===== src/rtl/decoder_scan_ctrl_pkg.sv =====
// Shared definitions for the decoder scan controller: FSM state and scan-mode encodings.
package decoder_scan_ctrl_pkg;

  typedef enum logic [1:0] {
    ST_IDLE  = 2'd0,
    ST_DWELL = 2'd1,
    ST_GAP   = 2'd2,
    ST_DONE  = 2'd3
  } scan_state_e;

  localparam logic MODE_SINGLE = 1'b0;
  localparam logic MODE_CONT   = 1'b1;

endpackage


===== src/rtl/decoder_scan_ctrl_dwell_counter.sv =====
// Loadable down-counter timing how long each channel stays enabled.
module decoder_scan_ctrl_dwell_counter #(
  parameter int unsigned DWELL_W = 8
) (
  input  logic               clk,
  input  logic               rst,
  input  logic               load,
  input  logic [DWELL_W-1:0] load_val,
  input  logic               dec,
  output logic               zero_c
);

  logic [DWELL_W-1:0] cnt_q, cnt_d;

  // Load takes priority; decrement saturates at zero.
  always_comb begin
    cnt_d = cnt_q;
    if (load) begin
      cnt_d = load_val;
    end else if (dec && (cnt_q != '0)) begin
      cnt_d = cnt_q - DWELL_W'(1);
    end
  end

  // Counter register.
  always_ff @(posedge clk) begin
    if (rst) begin
      cnt_q <= '0;
    end else begin
      cnt_q <= cnt_d;
    end
  end

  assign zero_c = (cnt_q == '0);

endmodule


===== src/rtl/decoder_scan_ctrl.sv =====
// Sequencer driving the select and enable of the 3-to-8 decoder: steps through
// channels with a programmable dwell and a one-cycle enable-low gap between them.
// Optional build macro SCAN_SKIP_EN adds a per-channel ch_mask to skip channels.
module decoder_scan_ctrl
  import decoder_scan_ctrl_pkg::*;
#(
  parameter int unsigned SEL_W   = 3,
  parameter int unsigned NUM_CH  = 8,
  parameter int unsigned DWELL_W = 8
) (
  input  logic               clk,
  input  logic               rst,
  input  logic               start,
  input  logic               stop,
  input  logic               mode,
  input  logic [DWELL_W-1:0] dwell,
`ifdef SCAN_SKIP_EN
  input  logic [NUM_CH-1:0]  ch_mask,
`endif
  output logic [SEL_W-1:0]   sel_o,
  output logic               en_o,
  output logic               busy,
  output logic               done
);

  scan_state_e        state_q, state_d;
  logic [SEL_W-1:0]   sel_q, sel_d;
  logic               en_q, en_d;
  logic               busy_q, busy_d;
  logic               done_q, done_d;
  logic               mode_q, mode_d;
  logic [DWELL_W-1:0] dwell_q, dwell_d;

  logic               cnt_load, cnt_dec, cnt_zero;
  logic [DWELL_W-1:0] cnt_load_val;
  logic [DWELL_W-1:0] start_dwell_m1;
  logic [NUM_CH-1:0]  start_mask, run_mask;
  logic               has_nxt;
  logic [SEL_W-1:0]   nxt_sel;

`ifdef SCAN_SKIP_EN
  logic [NUM_CH-1:0]  mask_q, mask_d;
  assign start_mask = ch_mask;
  assign run_mask   = mask_q;
`else
  assign start_mask = '1;
  assign run_mask   = '1;
`endif

  // Lowest enabled channel in a mask.
  function automatic logic [SEL_W-1:0] lowest_set(input logic [NUM_CH-1:0] m);
    logic [SEL_W-1:0] r;
    r = '0;
    for (int i = int'(NUM_CH) - 1; i >= 0; i--) begin
      if (m[i]) r = SEL_W'(i);
    end
    return r;
  endfunction

  // Dwell of zero behaves as one; the counter holds remaining cycles minus one.
  assign start_dwell_m1 = (dwell == '0) ? '0 : dwell - DWELL_W'(1);

  // Next enabled channel above the current select, if any.
  always_comb begin
    has_nxt = 1'b0;
    nxt_sel = '0;
    for (int i = int'(NUM_CH) - 1; i >= 0; i--) begin
      if (run_mask[i] && (i > int'(sel_q))) begin
        has_nxt = 1'b1;
        nxt_sel = SEL_W'(i);
      end
    end
  end

  // Next-state and next-output logic; stop overrides everything.
  always_comb begin
    state_d      = state_q;
    sel_d        = sel_q;
    en_d         = 1'b0;
    busy_d       = 1'b0;
    done_d       = 1'b0;
    mode_d       = mode_q;
    dwell_d      = dwell_q;
    cnt_load     = 1'b0;
    cnt_load_val = dwell_q;
    cnt_dec      = 1'b0;
`ifdef SCAN_SKIP_EN
    mask_d       = mask_q;
`endif
    if (stop) begin
      state_d = ST_IDLE;
    end else begin
      unique case (state_q)
        ST_IDLE: begin
          if (start && (|start_mask)) begin
            state_d      = ST_DWELL;
            mode_d       = mode;
            dwell_d      = start_dwell_m1;
            sel_d        = lowest_set(start_mask);
            cnt_load     = 1'b1;
            cnt_load_val = start_dwell_m1;
            en_d         = 1'b1;
            busy_d       = 1'b1;
`ifdef SCAN_SKIP_EN
            mask_d       = ch_mask;
`endif
          end
        end
        ST_DWELL: begin
          busy_d = 1'b1;
          if (!cnt_zero) begin
            cnt_dec = 1'b1;
            en_d    = 1'b1;
          end else if (has_nxt) begin
            state_d = ST_GAP;
            sel_d   = nxt_sel;
          end else if (mode_q == MODE_CONT) begin
            state_d = ST_GAP;
            sel_d   = lowest_set(run_mask);
          end else begin
            state_d = ST_DONE;
            busy_d  = 1'b0;
            done_d  = 1'b1;
          end
        end
        ST_GAP: begin
          state_d  = ST_DWELL;
          cnt_load = 1'b1;
          en_d     = 1'b1;
          busy_d   = 1'b1;
        end
        ST_DONE: begin
          state_d = ST_IDLE;
        end
        default: begin
          state_d = ST_IDLE;
        end
      endcase
    end
  end

  // State and output registers.
  always_ff @(posedge clk) begin
    if (rst) begin
      state_q <= ST_IDLE;
      sel_q   <= '0;
      en_q    <= 1'b0;
      busy_q  <= 1'b0;
      done_q  <= 1'b0;
      mode_q  <= MODE_SINGLE;
      dwell_q <= '0;
`ifdef SCAN_SKIP_EN
      mask_q  <= '0;
`endif
    end else begin
      state_q <= state_d;
      sel_q   <= sel_d;
      en_q    <= en_d;
      busy_q  <= busy_d;
      done_q  <= done_d;
      mode_q  <= mode_d;
      dwell_q <= dwell_d;
`ifdef SCAN_SKIP_EN
      mask_q  <= mask_d;
`endif
    end
  end

  decoder_scan_ctrl_dwell_counter #(
    .DWELL_W (DWELL_W)
  ) u_dwell_counter (
    .clk      (clk),
    .rst      (rst),
    .load     (cnt_load),
    .load_val (cnt_load_val),
    .dec      (cnt_dec),
    .zero_c   (cnt_zero)
  );

  assign sel_o = sel_q;
  assign en_o  = en_q;
  assign busy  = busy_q;
  assign done  = done_q;

endmodule


===== config.mk =====
export PLATFORM = sky130hd
export DESIGN_NAME = decoder_scan_ctrl
export DESIGN_NICKNAME = d
export VERILOG_FILES = /design/src/rtl/decoder_scan_ctrl_pkg.sv /design/src/rtl/decoder_scan_ctrl_dwell_counter.sv /design/src/rtl/decoder_scan_ctrl.sv
export SDC_FILE = /design/constraint.sdc
export NUM_CORES = 1
export LEC_CHECK = 0
export ABC_CLOCK_PERIOD_IN_PS = 4000
export CORE_MARGIN = 5
export CORE_UTILIZATION = 40
export CTS_CLUSTER_SIZE = 12
export DETAILED_ROUTE_END_ITERATION = 8
export MAX_ROUTING_LAYER = met4
export SKIP_LAST_GASP = 1
export SLEW_MARGIN = 20
export SYNTH_ARGS = -nofsm -noshare
export SYNTH_HDL_FRONTEND = slang
export SYNTH_HIERARCHICAL = 1
export SYNTH_SLANG_ARGS = --single-unit

===== constraint.sdc =====
create_clock -name clk -period 4 [get_ports clk]
set_input_delay 0.6 -clock clk [delete_from_list [all_inputs] [get_ports clk]]
set_output_delay 0.6 -clock clk [all_outputs]
set_load 0.05 [all_outputs]

==> metrics.md <==
| Metric | Value |
|---|---|
| Pin count of the biggest net entering global routing | `28` |
| Gate Count Post-Synth | `~180` |
| Hold_ws | `between 0.4 and 0.5 ns` |
| Critical-path maximum fanout | `5` |
| Inserted Diodes | `0` |
| Top FF cell, synth | `dfxtp_1` |
| Synth Warn # | `6` |
| Pins Over Slew Limit | `0` |
| Slowest cell on crit path | `nor3_1` |
| Die X | `70.7 um` |
| Via Count | `1323` |
| Post-CTS setup repair buffer count | `0` |
| Post-synth EDFFs | `0` |
| Dpl hpwl | `approximately 2300 um` |
| Worst Path Class, Setup | `reg2reg` |
| First-pass GRT wire length | `~5300 um` |
| Share of total power in combinational logic | `20.8%` |
| Yosys cell types | `46` |
| Cts hold-fix bufs | `0` |
| Worst path required time | `around 4.2 ns` |
| I/O Pins | `19` |
| Core Area | `roughly 3600 sq um` |
| Final std cells w/o fill | `243` |
| Clock power share | `~28%` |
| Netlist Area Pre-Place | `between 1000 and 1500 sq um` |
| Die height | `between 70 and 80 um` |
| Post-layout min period | `2.69 ns` |
| CTS max path bufs | `2` |
| Worst Hold Depth | `2` |
| Number of remaining DRC errors | `0` |
| Synthesized flop and latch total | `25` |
| DIE AREA | `around 5000 sq um` |
| Crit path max-delay family | `simple AND/OR/NAND/NOR gates` |
| RSZ-0062 raised after global routing | `false` |
| Global Route Usage Sum | `between 10% and 20%` |
| Fin crit share | `about two thirds` |
| Final setup violation count | `0` |
| WP buf/inv | `2` |
| Core Rows | `22` |
| P_int | `0.384 mW` |
| Final Net Count | `215` |
| Peak VDD IR | `0.000121 V` |
| Drt wl/cell | `between 10 and 15 um` |
| Worst setup SP type | `flop` |
| Setup TNS | `0 ns` |
| Slowest stage delay, CP | `a little under 0.6 ns` |
| Initial Util | `40.8%` |
| Post-synth ARST share | `0%` |
| F_max | `0.372 GHz` |
| Vias/cell | `between 5 and 6` |
| HP Class | `reg2reg` |
| DRT antenna net count | `0` |
| CTS tree | `yes` |
| CP Capture Type | `flop` |
| H-Tree Depth | `1` |
| Transition time of the tightest slew-check pin | `approximately 0.65 ns` |
| Seq/Total Area, Yosys | `34.0%` |
| Synthesized Nets | `slightly below 200` |
| Initial antenna violation count | `0` |
| Global route overflow | `0` |
| Fin util | `roughly half` |
| Vias in the first global route | `~1200` |
| Max Cap Viol | `0` |
| Pleak | `just under 0.6 nW` |
| Clock-pin transition on the worst setup and hold timing paths | `approximately 0.09 ns` |
| Crit-path cells | `inv_1 > ha_1 > inv_1 > nor4_1 > nor3_1 > or3b_2 > nor3_1 > mux2i_1 > a211oi_1` |
| Worst EP arrival | `2.84 ns` |
| DRT Pass-1 Iters | `4` |
| CP Depth | `9` |
| Worst Skew | `0.00482 ns` |
| Total CTS buffers | `3` |
| Switching power | `0.153 mW` |
| Placed insts | `between 200 and 250` |
| Sw frac | `28.4%` |
| Number of DRC markers in iteration 0 | `73` |
| Final hold vios | `0` |
| Sequential share of power | `between 50% and 60%` |
| IO buf count | `18` |
| Avg Synthesized Cell Area | `roughly 8.3 sq um` |
| Syn-to-layout area delta | `19.0%` |
| Sink Count | `25` |
| Root Buffer | `clkbuf_8` |
| Status | `finished clean` |
| Clk_lat worst skew | `between 0.2 and 0.3 ns` |
| R2R depth | `9` |
| Final wirelength | `around 3200 um` |
| Layout cells sized above 1 | `a little under a tenth` |
| Slew headroom | `56.2%` |
| Pwr Density | `between 300 and 400 nW/um^2` |
| Global placer's final weighted congestion | `~0.86` |
| Post-cts resize count | `0` |
[power by group through the flow]
stage / logic (mW) / registers [mW] / clock network [mW]
after global routing: 0.124 / 0.275 / 0.172
after global placement: 0.111 / 0.279 / 0
final: 0.112 / 0.273 / 0.153
after detailed placement: 0.112 / 0.279 / 0
after floorplan: 0.0717 / 0.281 / 0
after CTS: 0.112 / 0.273 / 0.159
[final timing paths]
kind	startpoint	endpoint	slack (ns)
setup / recovery	u_dwell_counter/cnt_q[0]$_SDFFE_PP0P_	u_dwell_counter/cnt_q[7]$_SDFFE_PP0P_	1.31
hold / removal	mode_q$_SDFFE_PP0P_	mode_q$_SDFFE_PP0P_	0.46
setup reg to reg	u_dwell_counter/cnt_q[0]$_SDFFE_PP0P_	u_dwell_counter/cnt_q[7]$_SDFFE_PP0P_	1.31
hold reg to reg	mode_q$_SDFFE_PP0P_	mode_q$_SDFFE_PP0P_	0.46
[routing by layer]
layer / share of wire (%) / GRT usage (%)
met1: 45 / 15.0
met2: 50 / 23.7
met3: 3.1 / 2.27
met4: 1.5 / 5.64
met5: 0 / -
[area by class of cell]
| type | instances | area [sq um] |
|---|---|---|
| inverters | 9 | 33.8 |
| multi-input cells | 136 | 910 |
| flip-flops and latches | 25 | 500 |
| repair buffers | 21 | 203 |
| clock buffers | 4 | 45.0 |
| fillers | 367 | 1850 |
| well taps | 48 | 60.1 |
[flip-flops by register name, indices dropped and copies added (netlist names)]
signal,flops
dwell_q,8
u_dwell_counter/cnt_q,8
sel_o,3
state_q,2
busy,1
done,1
en_o,1
mode_q,1
[logic make-up (layout without fill, tap and decap cells)]
logic type                 after synthesis  count (layout)  synth area share [%]
and+or+nand+nor                         75              75                  29.3
AOI/OAI and AO/OA                       46              46                  21.7
DFF                                     25              25                  34.0
buffers and inverters                   16              34                  4.17
adders and majority gates                7               7                  5.78
xor gates and xnor gates                 5               5                  2.98
muxes                                    3               3                  2.04
[Yosys cell counts, types with 5 or more instances]
master    number  share of area [%]
a21oi_1       16                5.4
clkbuf_1       5                1.3
dfxtp_1       25                 34
ha_1           6                5.1
inv_1          8                2.0
nand2_1       11                2.8
nand3_1        5                1.7
nor2_1        18                4.6
nor2b_1        7                3.0
nor3_1         6                2.0
o21ai_0        6                2.0
o31ai_1        7                3.6
xnor2_1        5                3.0
[cell usage in the layout, fill, tap and decap left out, types with 2 or more instances in the layout]
| cell type | Yosys | layout |
|---|---|---|
| nor3b_1 | 4 | 4 |
| a31oi_1 | 2 | 2 |
| xnor2_1 | 5 | 5 |
| nor3_1 | 6 | 6 |
| o211ai_1 | 4 | 4 |
| inv_1 | 8 | 8 |
| dfxtp_1 | 25 | 25 |
| nor4_1 | 2 | 2 |
| nor2b_1 | 7 | 7 |
| mux2i_1 | 3 | 3 |
| nand2_1 | 11 | 11 |
| buf_4 | 0 | 3 |
| or4_2 | 2 | 2 |
| or3_2 | 3 | 3 |
| a311oi_1 | 2 | 2 |
| clkdlybuf4s50_1 | 0 | 18 |
| a211oi_1 | 2 | 2 |
| or4_1 | 4 | 4 |
| ha_1 | 6 | 6 |
| nand2b_1 | 2 | 2 |
| o31ai_1 | 7 | 7 |
| o21ai_0 | 6 | 6 |
| nand3_1 | 5 | 5 |
| clkbuf_8 | 0 | 3 |
| a21oi_1 | 16 | 16 |
| nor2_1 | 18 | 18 |
[metrics by stage]
step	power, mW	setup slack, ns	cell area [sq um]
after global routing	0.571	1.05	1750
after global placement	0.389	1.13	1710
after detailed placement	0.391	1.08	1710
after floorplan	0.353	1.65	1470
final	0.537	1.31	1750
after CTS	0.545	1.29	1750
[worst register-to-register path, delay by kind of cell, from the launching register on]
family	cells	cell delay [ns]
compound gates	1	0.09
fa+ha+maj	1	0.23
buf+inv	2	0.22
flops	1	0.36
mux	1	0.24
simple gates	4	1.43
Note: power is estimated with default switching activity, not from simulation.
